<file path="src/rtl/multi_servo_driver_if.sv">
// Angle write port shared between the register front-end (master) and the servo driver (slave).
interface multi_servo_driver_if #(
    parameter int unsigned NUM_CH  = 4,
    parameter int unsigned ANGLE_W = 8
);
    localparam int unsigned ChW = (NUM_CH > 1) ? $clog2(NUM_CH) : 1;

    logic               wr_en;
    logic [ChW-1:0]     wr_ch;
    logic [ANGLE_W-1:0] wr_angle;

    modport master (output wr_en, wr_ch, wr_angle);
    modport slave  (input  wr_en, wr_ch, wr_angle);
endinterface

</file>
<file path="src/rtl/multi_servo_driver.sv">
// N-channel servo PWM generator sharing one frame counter; angles and enables apply at frame
// boundaries only. Optional macro SLEW_LIMIT_EN limits angle change per frame to SLEW_STEP.
module multi_servo_driver #(
    parameter int unsigned NUM_CH       = 4,
    parameter int unsigned ANGLE_W      = 8,
    parameter int unsigned FRAME_CYCLES = 480000,
    parameter int unsigned MIN_PULSE    = 24000,
    parameter int unsigned STEP_CYCLES  = 133,
    parameter int unsigned MAX_ANGLE    = 180,
    parameter int unsigned CENTER_ANGLE = 90,
    parameter int unsigned SLEW_STEP    = 4
) (
    input  logic                clk_i,
    input  logic                rst_ni,
    multi_servo_driver_if.slave wr_if,
    input  logic [NUM_CH-1:0]   ch_enable_i,
    output logic [NUM_CH-1:0]   servo_signal_o,
    output logic                frame_start_o
);
    typedef logic [ANGLE_W-1:0] angle_t;

    logic              run_q, run_d;
    logic [31:0]       cnt_q, cnt_d;
    logic              frame_start_q, frame_start_d;
    logic [NUM_CH-1:0] en_q, en_d;
    logic [NUM_CH-1:0] servo_q, servo_d;
    angle_t            target_q [NUM_CH];
    angle_t            target_d [NUM_CH];
    angle_t            active_q [NUM_CH];
    angle_t            active_d [NUM_CH];
    logic [31:0]       pulse_len [NUM_CH];
    angle_t            wr_angle_clamped;
    logic              wrap;

`ifdef SLEW_LIMIT_EN
    function automatic angle_t slew_toward(angle_t cur, angle_t tgt);
        logic [31:0] c;
        logic [31:0] t;
        c = 32'(cur);
        t = 32'(tgt);
        if (t > c + SLEW_STEP) begin
            return angle_t'(c + SLEW_STEP);
        end else if (t + SLEW_STEP < c) begin
            return angle_t'(c - SLEW_STEP);
        end
        return tgt;
    endfunction
`else
    logic unused_slew_step;
    assign unused_slew_step = ^SLEW_STEP;
`endif

    assign wrap = run_q && (cnt_q == 32'(FRAME_CYCLES - 1));

    always_comb begin
        wr_angle_clamped = wr_if.wr_angle;
        if (32'(wr_if.wr_angle) > MAX_ANGLE) begin
            wr_angle_clamped = angle_t'(MAX_ANGLE);
        end
    end

    // run_q holds the counter at 0 for the first edge after reset so frame 1 starts with cnt=0.
    always_comb begin
        run_d         = 1'b1;
        cnt_d         = cnt_q + 32'd1;
        frame_start_d = 1'b0;
        en_d          = en_q;
        active_d      = active_q;
        target_d      = target_q;

        if (!run_q || wrap) begin
            cnt_d         = '0;
            frame_start_d = 1'b1;
        end

        if (wrap) begin
            en_d = ch_enable_i;
            for (int unsigned i = 0; i < NUM_CH; i++) begin
`ifdef SLEW_LIMIT_EN
                active_d[i] = slew_toward(active_q[i], target_q[i]);
`else
                active_d[i] = target_q[i];
`endif
            end
        end

        // Out-of-range channel indices match no entry and are dropped.
        for (int unsigned i = 0; i < NUM_CH; i++) begin
            if (wr_if.wr_en && (32'(wr_if.wr_ch) == i)) begin
                target_d[i] = wr_angle_clamped;
            end
        end

        // Outputs are computed from next-state values so the flops line up with cnt_q.
        for (int unsigned i = 0; i < NUM_CH; i++) begin
            pulse_len[i] = MIN_PULSE + 32'(active_d[i]) * STEP_CYCLES;
            servo_d[i]   = en_d[i] && (cnt_d < pulse_len[i]);
        end
    end

    always_ff @(posedge clk_i or negedge rst_ni) begin
        if (!rst_ni) begin
            run_q         <= 1'b0;
            cnt_q         <= '0;
            frame_start_q <= 1'b0;
            en_q          <= '0;
            servo_q       <= '0;
            for (int unsigned i = 0; i < NUM_CH; i++) begin
                target_q[i] <= angle_t'(CENTER_ANGLE);
                active_q[i] <= angle_t'(CENTER_ANGLE);
            end
        end else begin
            run_q         <= run_d;
            cnt_q         <= cnt_d;
            frame_start_q <= frame_start_d;
            en_q          <= en_d;
            servo_q       <= servo_d;
            target_q      <= target_d;
            active_q      <= active_d;
        end
    end

    assign servo_signal_o = servo_q;
    assign frame_start_o  = frame_start_q;
endmodule

</file>
<file path="src/flat_wrapper.sv">
// flat-port wrapper written by rule: the top's interface ports become plain ports
module multi_servo_driver_flat 
#(
    parameter int unsigned NUM_CH       = 4,
    parameter int unsigned ANGLE_W      = 8,
    parameter int unsigned FRAME_CYCLES = 480000,
    parameter int unsigned MIN_PULSE    = 24000,
    parameter int unsigned STEP_CYCLES  = 133,
    parameter int unsigned MAX_ANGLE    = 180,
    parameter int unsigned CENTER_ANGLE = 90,
    parameter int unsigned SLEW_STEP    = 4
)
  (clk_i, rst_ni, ch_enable_i, servo_signal_o, frame_start_o, wr_if_wr_en, wr_if_wr_ch, wr_if_wr_angle);
  multi_servo_driver_if #(.NUM_CH(NUM_CH), .ANGLE_W(ANGLE_W)) wr_if_i ();
  input  logic clk_i;
  input  logic rst_ni;
  input  logic [NUM_CH-1:0] ch_enable_i;
  output logic [NUM_CH-1:0] servo_signal_o;
  output logic frame_start_o;
  input wire logic [$bits(wr_if_i.wr_en)-1:0] wr_if_wr_en;
  input wire logic [$bits(wr_if_i.wr_ch)-1:0] wr_if_wr_ch;
  input wire logic [$bits(wr_if_i.wr_angle)-1:0] wr_if_wr_angle;
  assign wr_if_i.wr_en = wr_if_wr_en;
  assign wr_if_i.wr_ch = wr_if_wr_ch;
  assign wr_if_i.wr_angle = wr_if_wr_angle;
  multi_servo_driver #(.NUM_CH(NUM_CH), .ANGLE_W(ANGLE_W), .FRAME_CYCLES(FRAME_CYCLES), .MIN_PULSE(MIN_PULSE), .STEP_CYCLES(STEP_CYCLES), .MAX_ANGLE(MAX_ANGLE), .CENTER_ANGLE(CENTER_ANGLE), .SLEW_STEP(SLEW_STEP)) u_core (.clk_i(clk_i), .rst_ni(rst_ni), .wr_if(wr_if_i), .ch_enable_i(ch_enable_i), .servo_signal_o(servo_signal_o), .frame_start_o(frame_start_o));
endmodule
</file>
<file path="config.mk">
export PLATFORM = sky130hd
export DESIGN_NAME = multi_servo_driver_flat
export DESIGN_NICKNAME = d
export VERILOG_FILES = /design/src/rtl/multi_servo_driver_if.sv /design/src/rtl/multi_servo_driver.sv /design/src/flat_wrapper.sv
export SDC_FILE = /design/constraint.sdc
export NUM_CORES = 1
export LEC_CHECK = 0
export BUFFER_PORTS_ARGS = -buffer_cell sky130_fd_sc_hd__buf_2
export CORE_UTILIZATION = 50
export CTS_CLUSTER_SIZE = 24
export DETAILED_ROUTE_END_ITERATION = 6
export PLACE_DENSITY_LB_ADDON = 0.1
export RECOVER_POWER = 100
export SYNTH_ARGS = -nofsm -noshare
export SYNTH_HDL_FRONTEND = slang
export SYNTH_SLANG_ARGS = --single-unit
</file>
<file path="constraint.sdc">
create_clock -name clk_i -period 6.7 [get_ports clk_i]
set_input_delay 1.005 -clock clk_i [delete_from_list [all_inputs] [get_ports clk_i]]
set_output_delay 1.005 -clock clk_i [all_outputs]
set_load 0.03 [all_outputs]
</file>
Word level (Yosys, flattened, before mapping) --
Index checks and enable logic that the tools add are counted.
Word-level totals: register bits 106, latch bits 0, RAM bits 0, memory bits (read-only) 0, memories 0
Operators by class: $add $sub $neg 5, $mul 4, divide/modulo/power cells 0, magnitude comparators 5, eq/ne operators 4, shift operators 0, mux-type cells 5, bitwise logic cells 0, reductions and logical operators 12
Operators by type and width (count):
- 32-bit less-than comparator | 4
- 15-bit by 16-bit adder with 17-bit output (first input constant) | 4
- 8-bit by 8-bit multiplier with 16-bit output (second input constant) | 4
- 32-bit two-way mux | 2
- 32-bit by 1-bit adder with 32-bit output (second input constant) | 1
- 32-bit by 19-bit == test with 1-bit output (second input constant) | 1
- 1-bit logical AND | 9
- 8-bit greater-than comparator (second input constant) | 1
- 8-bit two-way mux | 1
- 2-bit == test (second input constant) | 2
- 4-bit two-way mux | 1
- 2-bit by 1-bit == test with 1-bit output (second input constant) | 1
- 2-bit logical NOT | 1
- 1-bit logical NOT | 1
- 1-bit logical OR | 1
- 1-bit two-way mux | 1

Logic depth before layout (Yosys ltp) --
depth in word-level cells 7, depth in mapped cells 30, depth with buffers taken out 26

Worst setup path before layout --
OpenSTA, ideal clock, no wires.
kind register to register, start point register u_core.cnt_q[0], end point register u_core.servo_q[0] (netlist: u_core.servo_signal_o[0]), arrival 5878 ps, required time 6567 ps, slack 689 ps, stages on the path, launching flop included 28, buffers on the path 3, path through dfrtp_1 ha_1 nand2_1 or3_1 buf_2 nor4_4 buf_2 buf_1 nand2_1 nand2_1 inv_1 fa_1 inv_1 ha_1 inv_1 fa_1 inv_1 ha_1 o21a_1 a21oi_1 o21ai_0 a221o_1 xor2_1 ha_1 nand2_1 or4_1 a31oi_1 nor3_1
RTL lines:
- from (decl) | line multi_servo_driver.sv:23 | logic [31:0] cnt_q, cnt_d;
- from (signal assigned) | line multi_servo_driver.sv:114 | cnt_q <= cnt_d;
- to (signal assigned) | line multi_servo_driver.sv:117 | servo_q <= servo_d;
- to (decl) | line multi_servo_driver.sv:26 | logic [NUM_CH-1:0] servo_q, servo_d;

==> parameters.txt <==
Parameter                              Value

Clocking
  Clock slew at the register clock pins of the worst setup and hold paths ... 0.07 ns
  Library cell used as clock root buffer ... sky130_fd_sc_hd__clkbuf_16
  CTS tree ... done
  Inserted Clock Buffers ... 9
  Total number of H-tree levels ... 3
  Post-CTS Resized ... 0
  Post-CTS setup repair buffer count ... 0
  Clock tree sinks ... 106
  Hold-fix buffer count after cts ... 0
  Clock Latency Late Sink ... 0.36 ns
  Maximum root-to-sink buffer count ... 2

Critical path
  CP Buf/Inv Count ... 2
  Total stage count of the critical path ... 22
  Critical path arrival ... approximately 6.5 ns
  Max Fanout on Critical Path ... 33
  Launching point of the worst reg2reg path ... u_core.cnt_q[27]$_DFF_PN0_
  Cells traversed along the worst timing path ... nor4_1, nand4_1, or4_1, buf_4, mux2i_2, inv_1, ha_1, ha_1, ha_1, fa_1, a21o_1, a21oi_1, o21ai_0, a21oi_1, o21ai_0, a221o_1, xor2_1, ha_1, nand2_1, or4_1, a31oi_1, nor3_1
  Worst Setup End Kind ... register
  Classification of the worst setup path ... register to register
  Critical path's largest stage delay ... roughly 0.53 ns
  Req. time, crit path ... 6.91 ns
  Crit path from ... u_core.cnt_q[27]$_DFF_PN0_
  Kind of start point of the critical path ... register
  Depth of the worst register-to-register path ... 22
  Family of cells with the greatest summed delay on the critical path ... simple AND/OR/NAND/NOR gates
  Cell mode on critical path ... sky130_fd_sc_hd__ha_1
  Worst path slowest cell ... sky130_fd_sc_hd__or4_1

Layout
  Area of the multi-input gates ... between 0.006 and 0.007 mm2
  Most frequent standard cell in the layout excluding fill and tap cells ... sky130_fd_sc_hd__ha_1
  Number of antenna cells inserted ... 0
  Total Nets Final ... around 1400
  Relative area change from synthesis to final layout ... 7.31%
  Post-route insts no fill ... around 1400
  Final core utilization ... 0.547
  Fraction of layout cells with a size suffix above 1 ... 0.0716
  Top library cells by usage in the layout, fill and taps aside ... 221 x sky130_fd_sc_hd__ha_1, 162 x sky130_fd_sc_hd__nand2_1, 112 x sky130_fd_sc_hd__inv_1, 74 x sky130_fd_sc_hd__dfrtp_1, 70 x sky130_fd_sc_hd__o21ai_0
  Number of inserted filler cells in the final layout ... between 1500 and 2000
  Register cell area after layout ... ~0.0027 mm2

Synth
  Share of flip-flops with an asynchronous set or reset ... 1.00
  Cell count after synthesis ... 1106
  Number of flops mapped to enable cells by yosys ... 0
  Yosys warning total ... 0
  Nets in the synthesized netlist ... ~1400
  Post-synth top flop ... sky130_fd_sc_hd__dfrtp_1
  Netlist Area Pre-Place ... 0.00989 mm2
  Yosys reg bits ... between 100 and 150
  Register area share after synthesis ... 0.272
  Synth cell types ... 58
  Average cell area after synthesis ... ~8.9 um2

Route
  Number of vias in the routed layout ... around 7700
  Initial DRT Pass Iterations ... 7
  Iter 0 DRT Violations ... between 300 and 400
  Antenna Violating Nets Remaining ... 0
  Final WL ... about 23 mm
  Residual DRC ... 0
  Number of vias per cell after detailed routing ... approximately 5.5
  Wire length per cell after detailed routing ... approximately 16 um

Timing
  Final setup vio count ... 0
  Fraction of the cycle the final worst path needs ... 0.940
  Worst-case headroom to the max-slew limit ... -0.331
  Final critical delay including setup and external delays ... around 6.3 ns
  Number of hold-slack violations in the final timing report ... 0
  Pins over their slew limit ... approximately 110
  Unrepaired setup endpoints after global routing ... false
  Final Skew ... 0.0151 ns
  Max frequency ... ~0.16 GHz
  Total negative setup slack ... 0 ns
  Worst slew pin tran ... 2.00 ns

Global routing
  Antenna violations before repair ... 0
  Largest net degree at the start of global routing ... 72
  First-pass GRT wire length ... 36.9 mm
  Total Routing Usage GR ... 0.238
  Sum of overflow across all layers after global routing ... 0
  Number of global-route vias before repair ... between 7000 and 8000

Power and ir drop
  Net Switching ... ~0.00033 W
  Logic gate share of total power ... 0.057
  Power Dens Cells ... ~130 mW/mm2
  Switching Share ... 0.248
  Internal power ... about 0.001 W
  Power share of the sequential group ... 0.531
  Worst vdd ir ... ~100 uV
  Leakage Power ... approximately 5.4 nW
  Total chip power ... between 0.001 and 0.0015 W
  Clock Power Share ... 0.413

Floorplan
  Number of cell rows ... just over 50
  Die outline height ... 143 um
  Die area ... 0.0203 mm2
  Boundary Pins ... 22
  Effective utilization at floorplan ... 0.510
  Overall die width ... roughly 140 um
  Area of the core ... 0.0194 mm2

Hold path
  Start point of the worst hold path ... u_core.en_q[1]$_DFF_PN0_
  Number of cells traversed by the worst hold path ... 2
  Class of the tightest hold or removal check ... register to register

Run status
  Failing checks ... max-capacitance violations, max-slew violations
  Run status ... finished with violations

Placed design
  Number of instances in the placed design ... 1381
  IO buf count ... 21
  Total half-perimeter wirelength after legalization and detailed placement ... 18.0 mm
  Gpl congestion ... about 0.84

Flow run
  Maxcap violations ... 2
kinds of logic after synthesis:
group / Yosys count / synth area share
AO/OA/AOI/OAI: 200 / 0.126
XOR/XNOR: 70 / 0.0620
adder cells (fa/ha/maj): 237 / 0.312
buffers and inverters: 135 / 0.0515
flip-flops: 106 / 0.272
multiplexers: 13 / 0.0138
other: 1 / 0.000379
AND/OR/NAND/NOR: 344 / 0.162
worst paths after layout:
path,endpoint,slack [ns]
min in group asynchronous,u_core.cnt_q[26]$_DFF_PN0_,1.20
worst min register to register,u_core.en_q[1]$_DFF_PN0_,0.47
max in group asynchronous,u_core.active_q[5]$_DFF_PN0_,2.91
worst max-delay path,u_core.servo_signal_o[0]$_DFF_PN0_,0.40
worst min-delay path,u_core.en_q[1]$_DFF_PN0_,0.47
worst max register to register,u_core.servo_signal_o[0]$_DFF_PN0_,0.40
tightest hold or removal path, delay by kind of cell, from the launching register on:
kind / cells / cell delay (ns)
flops: 1 / 0.33
simple gates: 2 / 0.11
flip-flops by register name, summed over array words and instances, names as in the netlist:
register / count
u_core.active_q: 32
u_core.en_q: 4
u_core.run_q: 1
u_core.cnt_q: 32
u_core.frame_start_o: 1
u_core.servo_signal_o: 4
u_core.target_q: 32
power by group through the flow:
stage                     registers, W  clock network (W)  logic (W)
after global placement        0.000720                  0  0.0000774
after floorplan               0.000709                  0  0.0000439
after global routing          0.000712           0.000582  0.0000891
final                         0.000708           0.000551  0.0000757
after CTS                     0.000709           0.000560  0.0000795
after detailed placement      0.000721                  0  0.0000790
cell type report:
cell class,count,area share
inverter,113,0.0400
clock inverter,7,0.00731
clock buffer,9,0.0212
sequential,106,0.254
multi-input combinational,865,0.632
timing repair buffer,32,0.0143
tap,265,0.0312
per-layer routing:
layer / routed length, um / global-route usage / up-vias
met1: 10900 / 0.318 / 3634
met2: 11100 / 0.408 / 83
met4: 288 / 0.0600 / 0
met3: 550 / 0.0288 / 21
met5: 0 / 0 / -
li1: - / - / 3915
synthesized netlist by cell type, drive strengths merged (8+ instances only):
| cell type | n | area (um2) |
|---|---|---|
| o21bai | 9 | 67.6 |
| a31oi | 8 | 50.1 |
| o21ai | 70 | 350 |
| inv | 113 | 424 |
| ha | 221 | 2770 |
| dfstp | 32 | 841 |
| mux2i | 8 | 80.1 |
| nor2 | 65 | 244 |
| a21oi | 51 | 255 |
| nor3 | 17 | 85.1 |
| fa | 16 | 320 |
| nand2 | 162 | 608 |
| dfrtp | 74 | 1850 |
| and3 | 9 | 56.3 |
| xnor2 | 41 | 359 |
| nor4 | 10 | 77.6 |
| clkbuf | 17 | 63.8 |
| or3 | 9 | 56.3 |
| xor2 | 29 | 254 |
| nand4 | 15 | 93.8 |
| nand3 | 21 | 110 |
| a21o | 19 | 143 |
per-stage QoR:
step                      hold slack, ns  area [um2]  setup WS, ns
after global placement             0.448       10300         0.472
after floorplan                    0.433        9890         0.689
after detailed placement           0.458       10300         0.312
final                              0.472       10600         0.404
after global routing               0.493       10600        0.0441
after CTS                          0.476       10600         0.284
Power figures use the tool's default switching activity.
